## config.mk

```make
export PLATFORM = sky130hd
export DESIGN_NAME = rv_test_monitor
export DESIGN_NICKNAME = d
export VERILOG_FILES = /design/src/rtl/rv_test_pkg.sv /design/src/rtl/rv_sat_counter.sv /design/src/rtl/rv_test_monitor.sv
export SDC_FILE = /design/constraint.sdc
export NUM_CORES = 1
export LEC_CHECK = 0
export BUFFER_PORTS_ARGS = -buffer_cell sky130_fd_sc_hd__buf_2
export CORE_ASPECT_RATIO = 1.75
export CORE_MARGIN = 5
export CORE_UTILIZATION = 50
export CTS_CLUSTER_DIAMETER = 120
export DETAILED_ROUTE_END_ITERATION = 16
export PLACE_DENSITY = 0.81
export SLEW_MARGIN = 20
export SYNTH_ARGS = -nofsm -noshare
export SYNTH_HDL_FRONTEND = slang
export SYNTH_SLANG_ARGS = --single-unit
```

## constraint.sdc

```tcl
create_clock -name clk -period 2.6 [get_ports clk]
set_input_delay 0.52 -clock clk [delete_from_list [all_inputs] [get_ports clk]]
set_output_delay 0.52 -clock clk [all_outputs]
set_load 0.02 [all_outputs]
```

## src/rtl/rv_test_pkg.sv

```systemverilog
// rv_test_pkg
// Shared definitions for the riscv-tests completion monitor and its bench:
//   mon_state_t          - monitor state encoding
//   TOHOST_PASS          - tohost value that signals a passing test
//   TOHOST_ADDR_DEFAULT  - default byte address of the tohost word
package rv_test_pkg;

    typedef enum logic [2:0] {
        ST_IDLE    = 3'd0,
        ST_RUN     = 3'd1,
        ST_PASS    = 3'd2,
        ST_FAIL    = 3'd3,
        ST_TIMEOUT = 3'd4,
        ST_HANG    = 3'd5
    } mon_state_t;

    localparam logic [31:0] TOHOST_PASS         = 32'd1;
    localparam logic [31:0] TOHOST_ADDR_DEFAULT = 32'h0000_1000;

endpackage

```

## src/rtl/rv_sat_counter.sv

```systemverilog
// rv_sat_counter
// Up-counter that sticks at all-ones instead of wrapping.
// Ports:
//   clk    - clock
//   rst    - asynchronous active-low reset, clears the count
//   en     - increment this cycle (ignored once saturated)
//   clear  - synchronous clear, wins over en
//   count  - current value
module rv_sat_counter #(
    parameter int CNT_W = 32
) (
    input  logic             clk,
    input  logic             rst,
    input  logic             en,
    input  logic             clear,
    output logic [CNT_W-1:0] count
);

    always_ff @(posedge clk or negedge rst) begin
        if (!rst) begin
            count <= '0;
        end else if (clear) begin
            count <= '0;
        end else if (en && (count != {CNT_W{1'b1}})) begin
            count <= count + 1'b1;
        end
    end

endmodule

```

## src/rtl/rv_test_monitor.sv

```systemverilog
// rv_test_monitor
// Snoops the core's store bus for the riscv-tests tohost handshake and latches
// a sticky PASS / FAIL(testnum) / TIMEOUT (/ HANG) verdict. Cycle and retire
// counters run while the test is running and freeze once a verdict is reached.
// Optional self-loop detection is compiled in with RV_TEST_MONITOR_HANG_DETECT_EN.
// Ports:
//   clk, rst                 - clock, asynchronous active-low reset
//   st_valid/addr/wdata/be   - snooped store
//   ret_valid, ret_pc        - one retirement per cycle and its PC
//   done                     - any verdict reached
//   pass/fail/timeout/hang   - one-hot verdict flags while done
//   testnum                  - failing test number (st_wdata >> 1)
//   cycles, retired          - RUN cycle and retirement counts
module rv_test_monitor
    import rv_test_pkg::*;
#(
    parameter int               XLEN           = 32,
    parameter logic [XLEN-1:0]  TOHOST_ADDR    = XLEN'(TOHOST_ADDR_DEFAULT),
    parameter int               TIMEOUT_CYCLES = 5000,
    parameter int               CNT_W          = 32,
    parameter int               HANG_LIMIT     = 16
) (
    input  logic                clk,
    input  logic                rst,
    input  logic                st_valid,
    input  logic [XLEN-1:0]     st_addr,
    input  logic [XLEN-1:0]     st_wdata,
    input  logic [XLEN/8-1:0]   st_be,
    input  logic                ret_valid,
    input  logic [XLEN-1:0]     ret_pc,
    output logic                done,
    output logic                pass,
    output logic                fail,
    output logic                timeout,
    output logic                hang,
    output logic [XLEN-2:0]     testnum,
    output logic [CNT_W-1:0]    cycles,
    output logic [CNT_W-1:0]    retired
);

    mon_state_t state, state_nxt;

    logic hit, pass_hit, fail_hit;
    logic active, start, count_en, count_clear;
    logic timeout_hit, hang_hit;

    // Only a full-width store to the tohost word counts; zero and even
    // (syscall) values fall through both decodes and are ignored.
    assign hit      = st_valid && (st_addr == TOHOST_ADDR) && (&st_be);
    assign pass_hit = hit && (st_wdata == XLEN'(TOHOST_PASS));
    assign fail_hit = hit && st_wdata[0] && !pass_hit;

    // The retirement that leaves IDLE is itself counted, so the counters are
    // enabled on that cycle as well as throughout RUN.
    assign active      = (state == ST_RUN);
    assign start       = (state == ST_IDLE) && ret_valid;
    assign count_en    = active || start;
    assign count_clear = (state == ST_IDLE) && !ret_valid;
    assign timeout_hit = active && (cycles == CNT_W'(TIMEOUT_CYCLES - 1));

    rv_sat_counter #(.CNT_W(CNT_W)) u_cycle_cnt (
        .clk   (clk),
        .rst   (rst),
        .en    (count_en),
        .clear (count_clear),
        .count (cycles)
    );

    rv_sat_counter #(.CNT_W(CNT_W)) u_retire_cnt (
        .clk   (clk),
        .rst   (rst),
        .en    (count_en && ret_valid),
        .clear (count_clear),
        .count (retired)
    );

`ifdef RV_TEST_MONITOR_HANG_DETECT_EN
    localparam int SAME_W = $clog2(HANG_LIMIT + 1);

    logic [XLEN-1:0]   last_pc;
    logic [SAME_W-1:0] same_cnt;

    // The starting retirement seeds last_pc so a core spinning from its very
    // first instruction is caught after HANG_LIMIT repeats.
    always_ff @(posedge clk or negedge rst) begin
        if (!rst) begin
            last_pc  <= '0;
            same_cnt <= '0;
        end else if (start) begin
            last_pc  <= ret_pc;
            same_cnt <= '0;
        end else if (active && ret_valid) begin
            last_pc  <= ret_pc;
            same_cnt <= (ret_pc == last_pc) ? same_cnt + 1'b1 : '0;
        end
    end

    assign hang_hit = active && ret_valid && (ret_pc == last_pc) &&
                      (same_cnt == SAME_W'(HANG_LIMIT - 1));
    assign hang     = (state == ST_HANG);
`else
    logic unused_pc;
    assign unused_pc = ^ret_pc;
    assign hang_hit  = 1'b0;
    assign hang      = 1'b0;
`endif

    always_ff @(posedge clk or negedge rst) begin
        if (!rst) begin
            state <= ST_IDLE;
        end else begin
            state <= state_nxt;
        end
    end

    // A tohost hit always beats hang and timeout in the same cycle.
    always_comb begin
        state_nxt = state;
        case (state)
            ST_IDLE: begin
                if (pass_hit)       state_nxt = ST_PASS;
                else if (fail_hit)  state_nxt = ST_FAIL;
                else if (ret_valid) state_nxt = ST_RUN;
            end
            ST_RUN: begin
                if (pass_hit)         state_nxt = ST_PASS;
                else if (fail_hit)    state_nxt = ST_FAIL;
                else if (hang_hit)    state_nxt = ST_HANG;
                else if (timeout_hit) state_nxt = ST_TIMEOUT;
            end
            default: state_nxt = state;
        endcase
    end

    always_ff @(posedge clk or negedge rst) begin
        if (!rst) begin
            testnum <= '0;
        end else if (((state == ST_IDLE) || active) && fail_hit) begin
            testnum <= st_wdata[XLEN-1:1];
        end
    end

    assign pass    = (state == ST_PASS);
    assign fail    = (state == ST_FAIL);
    assign timeout = (state == ST_TIMEOUT);
    assign done    = pass || fail || timeout || hang;

endmodule

```

After elaboration in Yosys (flattened, before gate mapping)
Index checks and enable logic that the tools add are counted.
{"block": "totals", "regBits": 98, "input_bits": 104, "out_inout_bits": 100, "word_cells": 52}
{"block": "op_classes", "n_addsub": 2, "eq_ne": 11, "mux": 11, "reduce_logical": 24}
{"cell": "$mux 32", "count": 4}
{"cell": "$add 32x1->32 const B", "count": 2}
{"cell": "$eq 32x13->1 const B", "count": 2}
{"cell": "$ne 32x32->1 const B", "count": 2}
{"cell": "$eq 32x1->1 const B", "count": 1}
{"cell": "$mux 3", "count": 6}
{"cell": "$logic_and 1x1->1", "count": 12}
{"cell": "$eq 3x2->1 const B", "count": 2}
{"cell": "$pmux 3 s2", "count": 1}
{"cell": "$reduce_bool 2->1", "count": 3}
{"cell": "$logic_or 1x1->1", "count": 4}
{"cell": "$ne 4x3->1 const B", "count": 1}
{"cell": "$ne 4x4->1 const B", "count": 1}
{"cell": "$reduce_and 4->1", "count": 1}
{"cell": "$eq 3x1->1 const B", "count": 1}
{"cell": "$eq 3x3->1 const B", "count": 1}
{"cell": "$logic_not 3->1", "count": 1}
{"cell": "$reduce_and 3->1", "count": 1}
{"cell": "$logic_not 1->1", "count": 2}

Longest topological paths before layout
{"block": "depth", "depth_word": 9, "depth_mapped": 8, "ltp_nobuf": 6}

By module
From an unflattened synthesis, not the netlist that was laid out.
{"block": "hier_totals", "cells_unflattened": 520, "hier_area_um2": 5446.5}
{"module": "rv_sat_counter at u_retire_cnt", "instances": 1, "cells_each": 198, "area_each_um2": 1854.3, "seq_area_each_um2": 800.8}
{"module": "rv_sat_counter at u_cycle_cnt", "instances": 1, "cells_each": 194, "area_each_um2": 1810.5, "seq_area_each_um2": 800.8}
{"module": "rv_test_monitor", "instances": 1, "cells_each": 128, "area_each_um2": 1781.7, "seq_area_each_um2": 850.8}

Least setup slack after synthesis
OpenSTA, ideal clock, no wires.
{"block": "synth_timing", "path_kind": "input -> register", "startpoint": "input port st_addr[22]", "endpoint": "register testnum[10]", "setup_ns": 0.125, "arrival_time_ns": 2.404, "t_required_ns": 2.475, "slack_ns": 0.071, "stages": 6, "n_path_buf": 1, "path_cell_list": "nor4b_1 -> and4_1 -> or4b_2 -> nor3_2 -> buf_2 -> mux2_2"}
{"block": "synth_between", "elab_chain_len": 7, "word_cells_on_any_way": 8, "classes_between": "eq/ne: 1; reduce/logical: 7"}
{"item": "start: declaration", "line": "rv_test_monitor.sv:26", "text": "input logic [XLEN-1:0] st_addr,"}
{"item": "$eq 32x13->1 *", "line": "rv_test_monitor.sv:49", "text": "assign hit = st_valid && (st_addr == TOHOST_ADDR) && (&st_be);"}
{"item": "$logic_and 1x1->1 * (2 in a row)", "line": "rv_test_monitor.sv:49"}
{"item": "$logic_and 1x1->1", "line": "rv_test_monitor.sv:50", "text": "assign pass_hit = hit && (st_wdata == XLEN'(TOHOST_PASS));"}
{"item": "$logic_not 1->1", "line": "rv_test_monitor.sv:51", "text": "assign fail_hit = hit && st_wdata[0] && !pass_hit;"}
{"item": "$logic_and 1x1->1 *", "line": "rv_test_monitor.sv:51"}
{"item": "$logic_and 1x1->1 *", "line": "rv_test_monitor.sv:138", "text": "end else if (((state == ST_IDLE) || active) && fail_hit) begin"}
{"item": "end signal: assignment", "line": "rv_test_monitor.sv:139", "text": "testnum <= st_wdata[XLEN-1:1];"}
{"item": "end: declaration", "line": "rv_test_monitor.sv:36", "text": "output logic [XLEN-2:0] testnum,"}
Mark *: on every way between the ends. The rest lies on a longest branch, timed or not.
A chain may end at the register's enable or synchronous reset.

Worst setup path after layout
{"block": "layout_timing", "startpoint": "register u_cycle_cnt.count[8]", "endpoint": "register u_cycle_cnt.count[26]"}
{"block": "layout_between", "elab_chain_len": 3, "word_cells_on_any_way": 6, "classes_between": "add/sub: 1; eq/ne: 1; mux: 2; reduce/logical: 2"}
{"item": "start: declaration", "line": "rv_sat_counter.sv:16", "text": "output logic [CNT_W-1:0] count"}
{"item": "start signal: assignment", "line": "rv_sat_counter.sv:25", "text": "count <= count + 1'b1;"}
{"item": "$add 32x1->32 / $ne 32x32->1 (equally long branches)", "line": "rv_sat_counter.sv:25, rv_sat_counter.sv:24"}
{"item": "$mux 32 / $logic_and 1x1->1 (equally long branches)", "line": "rv_sat_counter.sv:24", "text": "end else if (en && (count != {CNT_W{1'b1}})) begin"}
{"item": "$mux 32 / $reduce_bool 2->1 (equally long branches)"}
Several ways; a longest one is shown, not always the timed one. The select of a mux whose other input is x is not followed.

==> flow_metrics.tcl <==
set metrics [dict create \
    placeableCoreArea_mm2 0.0106 \
    fp.dieH_um 147 \
    syn_inst 553 \
    unrepaired_setup_endpoints_after_global_routing "false" \
    syn_nets 659 \
    place_congestion 0.915 \
    stdcell_area_mm2 0.00682 \
    overflow_left_after_global_routing 0 \
    routed_wirelength_um 16100 \
    die-width_um 88.1 \
    timing.fmax_mhz 409 \
    crit_start_category "register" \
    internal_power_mw 2.25 \
    avg_wl_per_cell_um 18.3 \
    cts.sinks 98 \
    pin_count_of_the_biggest_net_entering_global_routing 45 \
    grt_antenna_before_repair 0 \
    synth_warnings 0 \
    grtUsageTotal 0.255 \
    final_layout_size_suffix_gt1_frac 0.344 \
    min_period_ns 2.44 \
    via_count_of_the_first_global_routing_pass 5585 \
    synthToLayoutAreaGrowth_pct 27.7 \
    first_pass_grt_wire_length_um 26500 \
    tritoncts "done" \
    cellPowerDensity_mw_per_mm2 431 \
    buffer_ports.inserted 170 \
    detailedPlace.worstSlack_ns -0.118 \
    max_cap_violations 0 \
    drtPass1Iterations 8 \
    ir_drop_mv 0.507 \
    static_leak_nw 3.37 \
    layout_worst_path_cycle_share 0.940 \
    hold_viol_final 0 \
    setup_violations 0 \
    synth.cell_area_mm2 0.00534 \
    clock_tree.root_cell "clkbuf_16" \
    std_cell_rows 50 \
    synth-edff-count 0 \
    totalNegativeSetupSlack_ns 0 \
    die_area_mm2 0.0129 \
    setup_ws_ns 0.156 \
    floorplan.initialDensity 0.505 \
    cts_buffers 9 \
    clock_insertion_delay_at_the_later_pin_of_the_skew_report_ns 0.34 \
    nFillCells 891 \
    worst_path_largest_cell_delay_ns 0.59 \
    placed_instance_area_mm2 0.00653 \
    final_antenna_net_count 0 \
    cp.arrival_ns 2.71 \
    detailed_route_vias_per_instance 6.24 \
    clk_path_buf_depth 2 \
    critPathKind "register to register" \
    postSynth.topFlopCell "dfrtp_1" \
    max_slew.worst_pin.slew_ns 0.627 \
    maxSlewViolCount 0 \
    clockPowerShare 0.444 \
    detailroute.via_count 5461 \
    result_of_the_run "completed" \
    timing.critical_path.cells "nand3_1 -> or4_4 -> or4_4 -> or4_1 -> a21oi_1" \
    boundaryPins 204 \
    async_reset_ff_frac 1.00 \
    postCtsSetupRepairBufs 0 \
    cell_repeated_most_along_the_worst_path "or4_4" \
    cts.htree.levels 3 \
    dp_hpwl_um 12400 \
    detail_route.iter0.violations 305 \
    cts.reportedPaths.clkPinSlew_ns 0.07 \
    switching_power_mw 0.690 \
    r2r_slack_ns 0.16 \
    finalNetCount 846 \
    ys_ff_latch 98 \
    comb_power_share 0.037 \
    pwr-share-seq 0.518 \
    synth.lib_cells_used.distinct 50 \
    critPathCaptureType "register" \
    num_antenna_cells 0 \
    slew_headroom 0.579 \
    drcViolationCount 0 \
    cp.required_ns 2.86 \
    post_synthesis_sequential_area_ratio 0.459 \
    cp_slowest_cell "or4_4" \
    fin_skew_ns 0.00420 \
    worst_hold_path_type "input pin to async pin" \
    switching_share 0.235 \
    synth_area_per_cell_um2 9.66 \
    timing.critical_path.fanout_max 8 \
]
Yosys cell counts (all sizes together), types with 2 or more instances:
master  count  area [um^2]
o31a        3         26.3
and2       10         62.6
mux2       31          349
dfrtp      98         2450
nor3       12         65.1
and4        9         78.8
or3        12         75.1
inv         4         15.0
or2         3         18.8
mux2i      20          200
and3       15         93.8
nor4b       7         67.6
a211oi      2         15.0
ha          2         25.0
a31oi       3         18.8
nand2b     11         68.8
buf         7         37.5
a21oi      31          155
o21ai      18         90.1
clkbuf     17         63.8
nor2       18         67.6
o21a        5         37.5
nand2      63          236
or4        26          199
nand3      36          185
nand4      14         87.6
nor3b       2         15.0
o211ai      9         67.6
o31ai      24          180
nor4       28          175
power by group through the flow:
stage	clock network (mW)	logic, mW	registers, mW
2_1_floorplan	0	0.0124	1.55
3_3_place_gp	0	0.106	1.55
3_5_place_dp	0	0.112	1.55
4_1_cts	1.34	0.112	1.52
5_1_grt	1.41	0.124	1.52
6_report	1.31	0.110	1.52
timing repair:
| item | in CTS | in global routing |
|---|---|---|
| hold buffers | 0 | 0 |
| endpoints found under the setup margin | 0 | 1 |
| resized for setup | 0 | 1 |
cell type report:
| class | instances | area (um^2) | share of cell area |
|---|---|---|---|
| flip-flops and latches | 98 | 2450 | 0.360 |
| clock buffers | 9 | 225 | 0.0330 |
| well taps | 130 | 163 | 0.0238 |
| multi-input cells | 427 | 2800 | 0.410 |
| repair buffers | 200 | 1100 | 0.162 |
| inverters | 4 | 15.0 | 0.00220 |
| clock inverters | 7 | 66.3 | 0.00972 |
cells by family (layout without fill, tap and decap cells):
| group | Yosys count | after routing | synth area share |
|---|---|---|---|
| simple gates | 271 | 271 | 0.289 |
| flops | 98 | 98 | 0.459 |
| xor+xnor | 1 | 1 | 0.00164 |
| compound gates | 101 | 101 | 0.121 |
| buf+inv | 28 | 220 | 0.0218 |
| other cells | 1 | 1 | 0.000702 |
| mux | 51 | 51 | 0.103 |
| fa+ha+maj | 2 | 2 | 0.00468 |
sequential cells by signal (all words and copies together), names as in the netlist:
signal	count
u_cycle_cnt.count	32
u_retire_cnt.count	32
testnum	31
state	3
through the flow:
step | std cells | power (mW) | hold slack (ns) | utilization
final | 875 | 2.94 | 0.179 | 0.645
after global routing | 875 | 3.05 | 0.221 | 0.645
after CTS | 875 | 2.97 | 0.201 | 0.645
after detailed placement | 859 | 1.67 | 0.471 | 0.617
after global placement | 859 | 1.66 | 0.467 | 0.617
after floorplan | 553 | 1.57 | 0.224 | -
routing by layer:
metal,routed length [um],track usage
met4,641,0.131
met5,0,0
met2,8490,0.443
met3,1220,0.0617
met1,5710,0.280
critical path, delay by kind of cell, from the launching register on:
| kind | cells | cell delay, ns |
|---|---|---|
| compound gates | 1 | 0.17 |
| flops | 1 | 0.42 |
| simple gates | 4 | 1.77 |
cells in the final DEF (no fill, tap or decap), types with 2 or more instances in the layout:
master | Yosys | final
inv_1 | 4 | 4
and2_1 | 10 | 10
ha_1 | 2 | 2
and3_1 | 15 | 15
and4_1 | 9 | 9
dfrtp_1 | 98 | 98
clkinv_4 | 0 | 2
o21a_1 | 5 | 5
or2_2 | 2 | 2
buf_4 | 1 | 29
or3_1 | 12 | 12
o31a_1 | 3 | 3
inv_6 | 0 | 3
or4_4 | 1 | 2
mux2i_1 | 20 | 20
buf_2 | 6 | 169
nor3_1 | 11 | 11
a211oi_1 | 2 | 2
o31ai_1 | 24 | 24
a21oi_1 | 31 | 31
a31oi_1 | 3 | 3
nor4b_1 | 6 | 6
nor4_1 | 28 | 28
nor2_1 | 18 | 17
nor3b_1 | 2 | 2
clkbuf_16 | 0 | 9
nand3_1 | 35 | 35
nand4_1 | 14 | 14
o21ai_0 | 18 | 18
nand2_1 | 63 | 63
o211ai_1 | 9 | 9
nand2b_1 | 11 | 11
inv_8 | 0 | 2
mux2_2 | 30 | 30
buf_12 | 0 | 2
or4_1 | 25 | 24
worst paths after layout:
path,startpoint,end,cells past startpoint
worst min-delay path,rst,u_retire_cnt.count[23]$_DFFE_PN0P_,1
worst max register to register,u_cycle_cnt.count[8]$_DFFE_PN0P_,u_cycle_cnt.count[26]$_DFFE_PN0P_,5
worst max-delay path,u_cycle_cnt.count[8]$_DFFE_PN0P_,u_cycle_cnt.count[26]$_DFFE_PN0P_,5
worst min register to register,testnum[15]$_DFFE_PN0P_,testnum[15]$_DFFE_PN0P_,1
max in group asynchronous,rst,testnum[27]$_DFFE_PN0P_,2
min in group clk,st_wdata[16],testnum[15]$_DFFE_PN0P_,2
(Power assumes the default switching activity.)
